**src/rtl/avr_irq_ctrl.sv**
```systemverilog
// Vectored, prioritised interrupt controller for the AVR8 core: CHANNELS sources with
// edge/level mode, enable mask, ISR-based nesting and a tick-driven timeslice channel.
module avr_irq_ctrl #(
    parameter int unsigned CHANNELS  = 8,
    parameter logic [15:0] VECT_BASE = 16'h0002,
    parameter int unsigned VECT_STEP = 2,
    parameter int unsigned SLICE_CH  = CHANNELS - 1
) (
    input  logic                clock,
    input  logic                reset,
    input  logic [CHANNELS-1:0] irq_src,
    input  logic                tick,
    input  logic                sreg_i,
    input  logic                cpu_idle,
    output logic                irq_req,
    output logic [15:0]         irq_vector,
    output logic [2:0]          irq_id,
    input  logic                irq_ack,
    input  logic                irq_reti,
    input  logic [1:0]          cfg_addr,
    input  logic [7:0]          cfg_wdata,
    input  logic                cfg_we,
    output logic [7:0]          cfg_rdata
);

    localparam int unsigned ID_W  = 3;
    localparam int unsigned CNT_W = 9;

    typedef enum logic {ST_IDLE, ST_REQ} state_e;

    state_e              state_q, state_d;
    logic                req_q, req_d;
    logic [ID_W-1:0]     id_q, id_d;
    logic [15:0]         vec_q, vec_d;
    logic [CHANNELS-1:0] sync1_q, sync2_q, sync3_q;
    logic [CHANNELS-1:0] enable_q, enable_d, mode_q, mode_d;
    logic [CHANNELS-1:0] pend_q, pend_d, isr_q, isr_d;
    logic                slice_flag_q, slice_flag_d;
    logic [7:0]          slice_q, slice_d;
    logic [CNT_W-1:0]    cnt_q, cnt_d;

    logic [CHANNELS-1:0] rise, slice_vec, pend_eff, masked, ack_vec, isr_low;
    logic                ack_fire, ack_slice, slice_fire, pend_wr;
    logic                cand_valid, isr_seen;
    logic [ID_W-1:0]     cand_id;
    logic [CNT_W-1:0]    cnt_inc;

    assign rise     = sync2_q & ~sync3_q;
    assign ack_fire = (state_q == ST_REQ) && irq_ack;
    assign pend_wr  = cfg_we && (cfg_addr == 2'd2);
    assign pend_eff = pend_q | slice_vec;
    assign masked   = pend_eff & enable_q;
    assign isr_low  = isr_q & (~isr_q + CHANNELS'(1));
    assign ack_slice = ack_vec[SLICE_CH];
    assign cnt_inc  = cnt_q + CNT_W'(1);

    // Timeslice hit is held outside PENDING so it keeps edge semantics in either mode.
    always_comb begin
        slice_vec           = '0;
        slice_vec[SLICE_CH] = slice_flag_q;
    end

    always_comb begin
        ack_vec = '0;
        for (int i = 0; i < int'(CHANNELS); i++) begin
            ack_vec[i] = ack_fire && (id_q == ID_W'(i));
        end
    end

    // Lowest enabled pending channel that sits above the lowest in-service channel.
    always_comb begin
        cand_valid = 1'b0;
        cand_id    = '0;
        isr_seen   = 1'b0;
        for (int i = 0; i < int'(CHANNELS); i++) begin
            if (!isr_seen && !cand_valid) begin
                if (isr_q[i]) begin
                    isr_seen = 1'b1;
                end else if (masked[i]) begin
                    cand_valid = 1'b1;
                    cand_id    = ID_W'(i);
                end
            end
        end
    end

    // Configuration, pending, in-service and timeslice next state.
    always_comb begin
        enable_d     = enable_q;
        mode_d       = mode_q;
        slice_d      = slice_q;
        cnt_d        = cnt_q;
        slice_fire   = 1'b0;
        slice_flag_d = slice_flag_q;
        pend_d       = pend_q;
        isr_d        = isr_q;

        if (cfg_we && cfg_addr == 2'd0) enable_d = cfg_wdata[CHANNELS-1:0];
        if (cfg_we && cfg_addr == 2'd1) mode_d   = cfg_wdata[CHANNELS-1:0];
        if (cfg_we && cfg_addr == 2'd3) slice_d  = cfg_wdata;

        if (slice_q != 8'd0 && sreg_i && tick) begin
            if (cnt_inc > CNT_W'(slice_q)) slice_fire = 1'b1;
            else                           cnt_d      = cnt_inc;
        end
        if (slice_fire || ack_slice) cnt_d = '0;

        if (pend_wr && cfg_wdata[SLICE_CH]) slice_flag_d = 1'b0;
        if (ack_slice)                      slice_flag_d = 1'b0;
        if (slice_fire)                     slice_flag_d = 1'b1;

        // New edges win over a same-cycle clear.
        for (int i = 0; i < int'(CHANNELS); i++) begin
            if (mode_q[i]) begin
                if (pend_wr && cfg_wdata[i]) pend_d[i] = 1'b0;
                if (ack_vec[i])              pend_d[i] = 1'b0;
                if (rise[i])                 pend_d[i] = 1'b1;
            end else begin
                pend_d[i] = sync2_q[i];
            end
        end

        if (irq_reti) isr_d = isr_q & ~isr_low;
        isr_d = isr_d | ack_vec;
    end

    // Request FSM.
    always_comb begin
        state_d = state_q;
        req_d   = req_q;
        id_d    = id_q;
        vec_d   = vec_q;
        case (state_q)
            ST_IDLE: begin
                if (cpu_idle && sreg_i && cand_valid) begin
                    state_d = ST_REQ;
                    req_d   = 1'b1;
                    id_d    = cand_id;
                    vec_d   = VECT_BASE + 16'(VECT_STEP) * 16'(cand_id);
                end
            end
            ST_REQ: begin
                if (irq_ack) begin
                    state_d = ST_IDLE;
                    req_d   = 1'b0;
                end
            end
            default: begin
                state_d = ST_IDLE;
                req_d   = 1'b0;
            end
        endcase
    end

    always_ff @(posedge clock or posedge reset) begin
        if (reset) begin
            state_q      <= ST_IDLE;
            req_q        <= 1'b0;
            id_q         <= '0;
            vec_q        <= '0;
            sync1_q      <= '0;
            sync2_q      <= '0;
            sync3_q      <= '0;
            enable_q     <= '0;
            mode_q       <= '1;
            pend_q       <= '0;
            isr_q        <= '0;
            slice_flag_q <= 1'b0;
            slice_q      <= '0;
            cnt_q        <= '0;
        end else begin
            state_q      <= state_d;
            req_q        <= req_d;
            id_q         <= id_d;
            vec_q        <= vec_d;
            sync1_q      <= irq_src;
            sync2_q      <= sync1_q;
            sync3_q      <= sync2_q;
            enable_q     <= enable_d;
            mode_q       <= mode_d;
            pend_q       <= pend_d;
            isr_q        <= isr_d;
            slice_flag_q <= slice_flag_d;
            slice_q      <= slice_d;
            cnt_q        <= cnt_d;
        end
    end

    assign irq_req    = req_q;
    assign irq_id     = id_q;
    assign irq_vector = vec_q;

    always_comb begin
        cfg_rdata = 8'h00;
        case (cfg_addr)
            2'd0: cfg_rdata = 8'(enable_q);
            2'd1: cfg_rdata = 8'(mode_q);
            2'd2: cfg_rdata = 8'(pend_eff);
            2'd3: cfg_rdata = slice_q;
            default: cfg_rdata = 8'h00;
        endcase
    end

endmodule

```
**config.mk**
```make
export PLATFORM = sky130hd
export DESIGN_NAME = avr_irq_ctrl
export DESIGN_NICKNAME = d
export VERILOG_FILES = /design/src/rtl/avr_irq_ctrl.sv
export SDC_FILE = /design/constraint.sdc
export NUM_CORES = 1
export LEC_CHECK = 0
export ABC_AREA = 0
export CORE_UTILIZATION = 35
export CTS_CLUSTER_SIZE = 14
export DETAILED_ROUTE_END_ITERATION = 8
export PLACE_DENSITY = 0.56
export SKIP_CTS_REPAIR_TIMING = 1
export SLEW_MARGIN = 20
export SYNTH_ARGS = -nofsm -noshare
export SYNTH_HDL_FRONTEND = slang
export SYNTH_SLANG_ARGS = --single-unit
```
**constraint.sdc**
```tcl
create_clock -name clock -period 3.3 [get_ports clock]
set_input_delay 0.66 -clock clock [delete_from_list [all_inputs] [get_ports clock]]
set_output_delay 0.66 -clock clock [all_outputs]
set_load 0.02 [all_outputs]
```
==> impl_metrics.py, run 1 <==
metrics = {
    "detailed_routing": {
        "drc": 0,
        "wl_per_cell_um": 16.5,
        "ant_nets": 0,
        "wirelength_um": 8820,
        "drtIter0Drc": 164,
        "vias_per_cell": 5.24,
        "via_count": 2797,
        "first_pass_iters": 4,
    },
    "layout": {
        "nNetsFinal": 425,
        "area_growth_pct": 23.1,
        "antenna_cells": 0,
        "drive_gt1_frac": 0.198,
        "fin_cells": 534,
    },
    "critical_path": {
        "crit_fanout": 5,
        "worstPathRequired_ns": 2.64,
        "worstSetupPathType": "input port to output port",
        "cp-start-kind": "input port",
        "crit_arrival_ns": 2.48,
        "reg2reg_depth": 11,
        "cp-end-kind": "output port",
    },
    "sta": {
        "slew_headroom": 0.570,
        "worstMarginPinSlew_ns": 0.642,
        "setup_ws_ns": 0.161,
        "finalHoldViolCount": 0,
        "rsz0062_at_grt": "false",
        "finalClockSkew_ns": 0.00569,
        "hold_ws_ns": 0.350,
        "fmax_ghz": 0.319,
        "setup_viol": 0,
        "final.min_clock_period_ns": 3.14,
        "tns_ns": 0,
        "finalMaxSlewViolations": 0,
        "min_period_over_period": 0.951,
    },
    "logic_synthesis": {
        "synthSimpleGateAreaFrac": 0.130,
        "async_reset_ff_frac": 1.00,
        "avgSynthCellArea_um2": 11.8,
        "synth_cell_type_count": 55,
        "synthCells": 337,
        "netlist_area_um2": 3980,
        "ys.warnings.count": 0,
        "synth_edf_count": 0,
        "synth_compound_area_frac": 0.113,
        "ys_seq_elements": 83,
        "synthMuxAreaShare": 0.138,
        "synth_top_family_by_area": "multiplexers",
        "synth-main-ff-cell": "dfrtp_1",
        "ys_seq_area_frac": 0.524,
        "synth_xor_area_frac": 0.0176,
        "synth_fa_ha_area_frac": 0.0314,
    },
    "worst_hold_path": {
        "min_path_cells": 0,
        "hp-class": "flop to flop",
    },
    "global_route": {
        "grt_pass1_wl_um": 14500,
        "antenna_found_initial": 0,
        "grt-ovfl-total": 0,
        "track_usage": 0.166,
        "first_global_vias": 2751,
        "grt_max_degree": 37,
    },
    "power_and_ir_drop": {
        "p_leak_nw": 2.16,
        "ir_worst_vdd_v": 0.000305,
        "pwr_density_cell_nw_per_um2": 711,
    },
    "floorplan": {
        "ios": 54,
        "die_area_um2": 11800,
        "die_h_um": 109,
        "num_rows": 38,
        "core-area_um2": 10900,
        "start_util": 0.364,
        "fp.dieW_um": 109,
    },
    "clocking": {
        "clk_path_buf_depth": 2,
        "h-tree-depth": 3,
        "cts_tree": "yes",
        "clk_latency_ns": 0.33,
        "path_clk_slew_ns": 0.06,
        "cts-root-buf": "clkbuf_16",
        "cts_buffers": 9,
        "clock-sinks": 83,
    },
    "flow_run": {
        "maxCapViolations": 0,
    },
    "placed_design": {
        "hpwlAfterDp_um": 6470,
        "finalWeightedCongestion": 0.844,
        "numPortBuffers": 41,
        "placed_cells": 518,
        "pre_cts_slack_ns": 0.146,
    },
    "status": {
        "status": "complete, no violations",
    },
}
cell families (layout without fill, tap and decap cells):
| kind of cell | count (synthesis) | after routing |
|---|---|---|
| AND/OR/NAND/NOR | 103 | 103 |
| flip-flops | 83 | 83 |
| AO/OA/AOI/OAI | 62 | 62 |
| multiplexers | 38 | 38 |
| buffers and inverters | 32 | 78 |
| adder cells (fa/ha/maj) | 10 | 10 |
| XOR/XNOR | 8 | 8 |
| other | 1 | 12 |
flip-flops by register name (all words and copies together) (netlist names):
signal and count:
mode_q 8, sync1_q 8, enable_q 8, irq_vector 4, pend_q 8, slice_q 8, isr_q 8, state_q 1
irq_id 3, sync2_q 8, slice_flag_q 1, cnt_q 9, sync3_q 8, irq_req 1
synthesized netlist by cell type (3+ instances only):
cell type / n / share of area
and3_1: 3 / 0.0047
a32o_1: 5 / 0.013
a21oi_1: 8 / 0.010
a22o_1: 7 / 0.015
nor3_1: 7 / 0.0088
o21ai_0: 16 / 0.020
o22ai_1: 3 / 0.0047
dfstp_2: 8 / 0.053
nand2b_1: 5 / 0.0079
clkbuf_1: 3 / 0.0028
xnor2_1: 4 / 0.0088
nand3b_1: 5 / 0.0094
mux2_2: 23 / 0.065
ha_1: 10 / 0.031
nand3_1: 16 / 0.020
buf_4: 12 / 0.023
xor2_1: 4 / 0.0088
a22oi_1: 3 / 0.0057
nand2_1: 42 / 0.040
dfrtp_1: 75 / 0.47
inv_1: 13 / 0.012
mux4_2: 7 / 0.040
nor2_1: 9 / 0.0085
o211ai_1: 3 / 0.0057
mux2_4: 7 / 0.026
final timing paths:
path                                  start      endpoint  slack, ns
worst max-delay path            cfg_addr[1]  cfg_rdata[6]       0.16
worst min-delay path             sync1_q[5]    sync2_q[5]       0.35
worst max register to register     cnt_q[0]      cnt_q[5]       0.43
worst min register to register   sync1_q[5]    sync2_q[5]       0.35
max in group asynchronous             reset     mode_q[6]       1.79
min in group asynchronous             reset    sync1_q[5]       0.71
through the flow:
stage	util	area, um2	total power, mW
4_1_cts	0.448	4900	3.52
2_1_floorplan	-	4020	2.03
6_report	0.448	4900	3.48
5_1_grt	0.448	4900	3.68
3_5_place_dp	0.416	4550	2.37
3_3_place_gp	0.416	4550	2.35
metal layers:
layer  global-route usage  share of wire  up-vias
li1                     -              -     1312
met1                0.235           0.49     1395
met2                0.255           0.46       78
met3               0.0227          0.037       12
met4               0.0724          0.018        0
met5                    0              0        -
critical path: stages:
cell             delay (ns)
clkdlybuf4s50_1        0.71
mux4_2                 0.56
clkdlybuf4s50_1        0.55
area by class of cell:
| class | count | area, um2 |
|---|---|---|
| multi-input combinational | 233 | 1760 |
| clock inverter | 7 | 116 |
| sequential | 83 | 2090 |
| clock buffer | 9 | 225 |
| timing repair buffer | 49 | 483 |
| tap | 140 | 175 |
| fill | 1026 | 6040 |
| inverter | 13 | 50.0 |
power breakdown:
part | switching (mW) | internal (mW) | leakage, nW
Combinational | 0.470 | 0.491 | 0.987
Sequential | 0.183 | 1.20 | 1.01
Clock | 0.397 | 0.737 | 0.165
cells in the final DEF, fill, tap and decap left out, types with 3 or more instances in the layout:
master	n
dfrtp_1	75
nand2_1	42
clkdlybuf4s50_1	41
mux2_2	23
o21ai_0	16
nand3_1	16
inv_1	12
conb_1	12
ha_1	10
clkbuf_16	9
a21oi_1	8
nor2_1	8
dfstp_2	8
a22o_1	7
nor3_1	7
mux2_4	7
mux4_2	7
buf_4	7
a32o_1	5
nand3b_1	5
nand2b_1	5
xnor2_1	4
xor2_1	4
and3_1	3
a22oi_1	3
o211ai_1	3
o22ai_1	3
clkinv_2	3
bufinv_16	3
Note: power is estimated with default switching activity, not from simulation.
==> run 2: changes to the inputs <==
ABC_CLOCK_PERIOD_IN_PS = 3300   (was default)
==> results of run 2 <==
Same layout as run 1: the final DEF is identical, and so are final timing and power.
==> run 3: changes to the inputs <==
RECOVER_POWER = 50   (was default)
==> run 3 against run 2 <==
  * Design area fell by 0.10%
  * Wire length rose by 0.57%
  * The run now ends with capacitance limit, slew limit left
  * Critical path type unchanged
  * Register-to-register slack barely moved
  * Via count did not move
  * Global-route usage did not move
  * Cell count did not move
  * Highest routed layer unchanged
  * Largest cell class unchanged
  * Core utilization barely moved
==> impl_metrics.py, run 3 (synthesis results as in run 1) <==
metrics = {
    "status": {
        "status": "complete, but fails checks",
        "violations": "capacitance limit, slew limit",
    },
    "critical_path": {
        "worstPathCellList": "clkdlybuf4s50_1 -> mux4_2 -> clkdlybuf4s50_1",
        "cp.depth": 3,
        "cp_top_family": "buffers and inverters",
        "crit_buf_inv": 2,
        "worstPathRequired_ns": 2.64,
        "cp-start-kind": "input port",
        "ff2ff_setup_slack_ns": 0.43,
        "worstReg2RegEnd": "cnt_q[5]",
        "worstSetupPathType": "input port to output port",
        "r2r-start": "cnt_q[0]",
        "slowest_delay_ns": 0.69,
        "crit_fanout": 5,
        "cpMostUsedCell": "clkdlybuf4s50_1",
        "cp-end-kind": "output port",
        "cpMaxStageDelayCell": "clkdlybuf4s50_1",
        "reg2reg_depth": 11,
        "crit_arrival_ns": 2.46,
    },
    "clocking": {
        "clock-sinks": 83,
        "cts_buffers": 9,
        "clk_latency_ns": 0.33,
        "h-tree-depth": 3,
        "path_clk_slew_ns": 0.06,
        "cts-root-buf": "clkbuf_16",
        "cts_tree": "yes",
        "clk_path_buf_depth": 2,
    },
    "sta": {
        "setup_ws_ns": 0.178,
        "tns_ns": 0,
        "hold_ws_ns": 0.350,
        "setup_viol": 0,
        "finalHoldViolCount": 0,
        "min_period_over_period": 0.946,
        "fmax_ghz": 0.320,
        "worstMarginPinSlew_ns": 1.61,
        "finalMaxSlewViolations": 37,
        "rsz0062_at_grt": "false",
        "slew_headroom": -0.0770,
        "final.min_clock_period_ns": 3.12,
        "finalClockSkew_ns": 0.00600,
    },
    "layout": {
        "finalInstanceArea_um2": 4890,
        "nNetsFinal": 425,
        "fillers": 1027,
        "regMostFlops": "cnt_q",
        "drive_gt1_frac": 0.198,
        "fin_util": 0.447,
        "area_growth_pct": 22.9,
        "largest_reg_flops": 9,
        "antenna_cells": 0,
        "final_common_cell": "dfrtp_1",
        "layout_common_cells": "dfrtp_1 (75), nand2_1 (42), clkdlybuf4s50_1 (32)",
        "fin_cells": 534,
    },
    "worst_hold_path": {
        "hp-class": "flop to flop",
        "min-delay-start": "sync1_q[5]",
        "holdPathEnd": "sync2_q[5]",
        "min_path_cells": 0,
    },
    "power_and_ir_drop": {
        "p_leak_nw": 2.16,
        "ir_worst_vdd_v": 0.000305,
        "pwr_density_cell_nw_per_um2": 711,
        "power.total_mw": 3.48,
    },
    "detailed_routing": {
        "vias_per_cell": 5.24,
        "drc": 0,
        "ant_nets": 0,
        "via_count": 2797,
        "wl_per_cell_um": 16.6,
        "wirelength_um": 8870,
        "first_pass_iters": 4,
        "drtIter0Drc": 176,
    },
    "global_route": {
        "grt-ovfl-total": 0,
        "grt_pass1_wl_um": 14500,
        "grt_max_degree": 37,
        "first_global_vias": 2751,
        "track_usage": 0.166,
        "antenna_found_initial": 0,
    },
    "floorplan": {
        "die_h_um": 109,
        "ios": 54,
        "die_area_um2": 11800,
        "fp.dieW_um": 109,
        "start_util": 0.364,
        "num_rows": 38,
        "core-area_um2": 10900,
    },
    "placed_design": {
        "numPortBuffers": 41,
        "hpwlAfterDp_um": 6470,
        "placed_cells": 518,
        "pre_cts_slack_ns": 0.146,
        "placed_cell_area_um2": 4550,
        "finalWeightedCongestion": 0.844,
    },
    "flow_run": {
        "maxCapViolations": 1,
    },
}
[run 3: cell types whose count changed in the layout (fill, tap and decap cells not counted), sizes merged]
| cell | change |
|---|---|
| buf | -2 |
| clkbuf | +2 |
| clkdlybuf4s50 | -9 |
| clkinv | -1 |
| clkinvlp | +1 |
| dlygate4sd3 | +9 |
[run 3: cell type report]
type                       instances  area (um2)  share of cell area
sequential                        83        2090               0.426
inverter                          13        50.0              0.0102
tap                              140         175              0.0358
multi-input combinational        233        1760               0.360
clock buffer                       9         225              0.0460
clock inverter                     7         116              0.0238
timing repair buffer              49         478              0.0977
[run 3: worst max path at each step]
stage	start	endpoint
after floorplan	reset	cnt_q[0]
after global placement	cfg_addr[1]	cfg_rdata[6]
after detailed placement	cfg_addr[1]	cfg_rdata[7]
after CTS	cfg_addr[1]	cfg_rdata[6]
after global routing	cnt_q[0]	cnt_q[2]
final	cfg_addr[1]	cfg_rdata[6]
[run 3: report_power, final]
| group | total, mW | switching, mW | internal (mW) |
|---|---|---|---|
| Combinational | 0.958 | 0.470 | 0.488 |
| Clock | 1.13 | 0.397 | 0.737 |
| Sequential | 1.39 | 0.184 | 1.20 |
| Total | 3.48 | 1.05 | 2.43 |
[run 3: per-layer routing]
metal / GRT usage / part of all wire / up-vias
li1: - / - / 1311
met5: 0 / 0 / -
met4: 0.0724 / 0.016 / 0
met3: 0.0227 / 0.034 / 11
met2: 0.255 / 0.46 / 65
met1: 0.235 / 0.49 / 1410
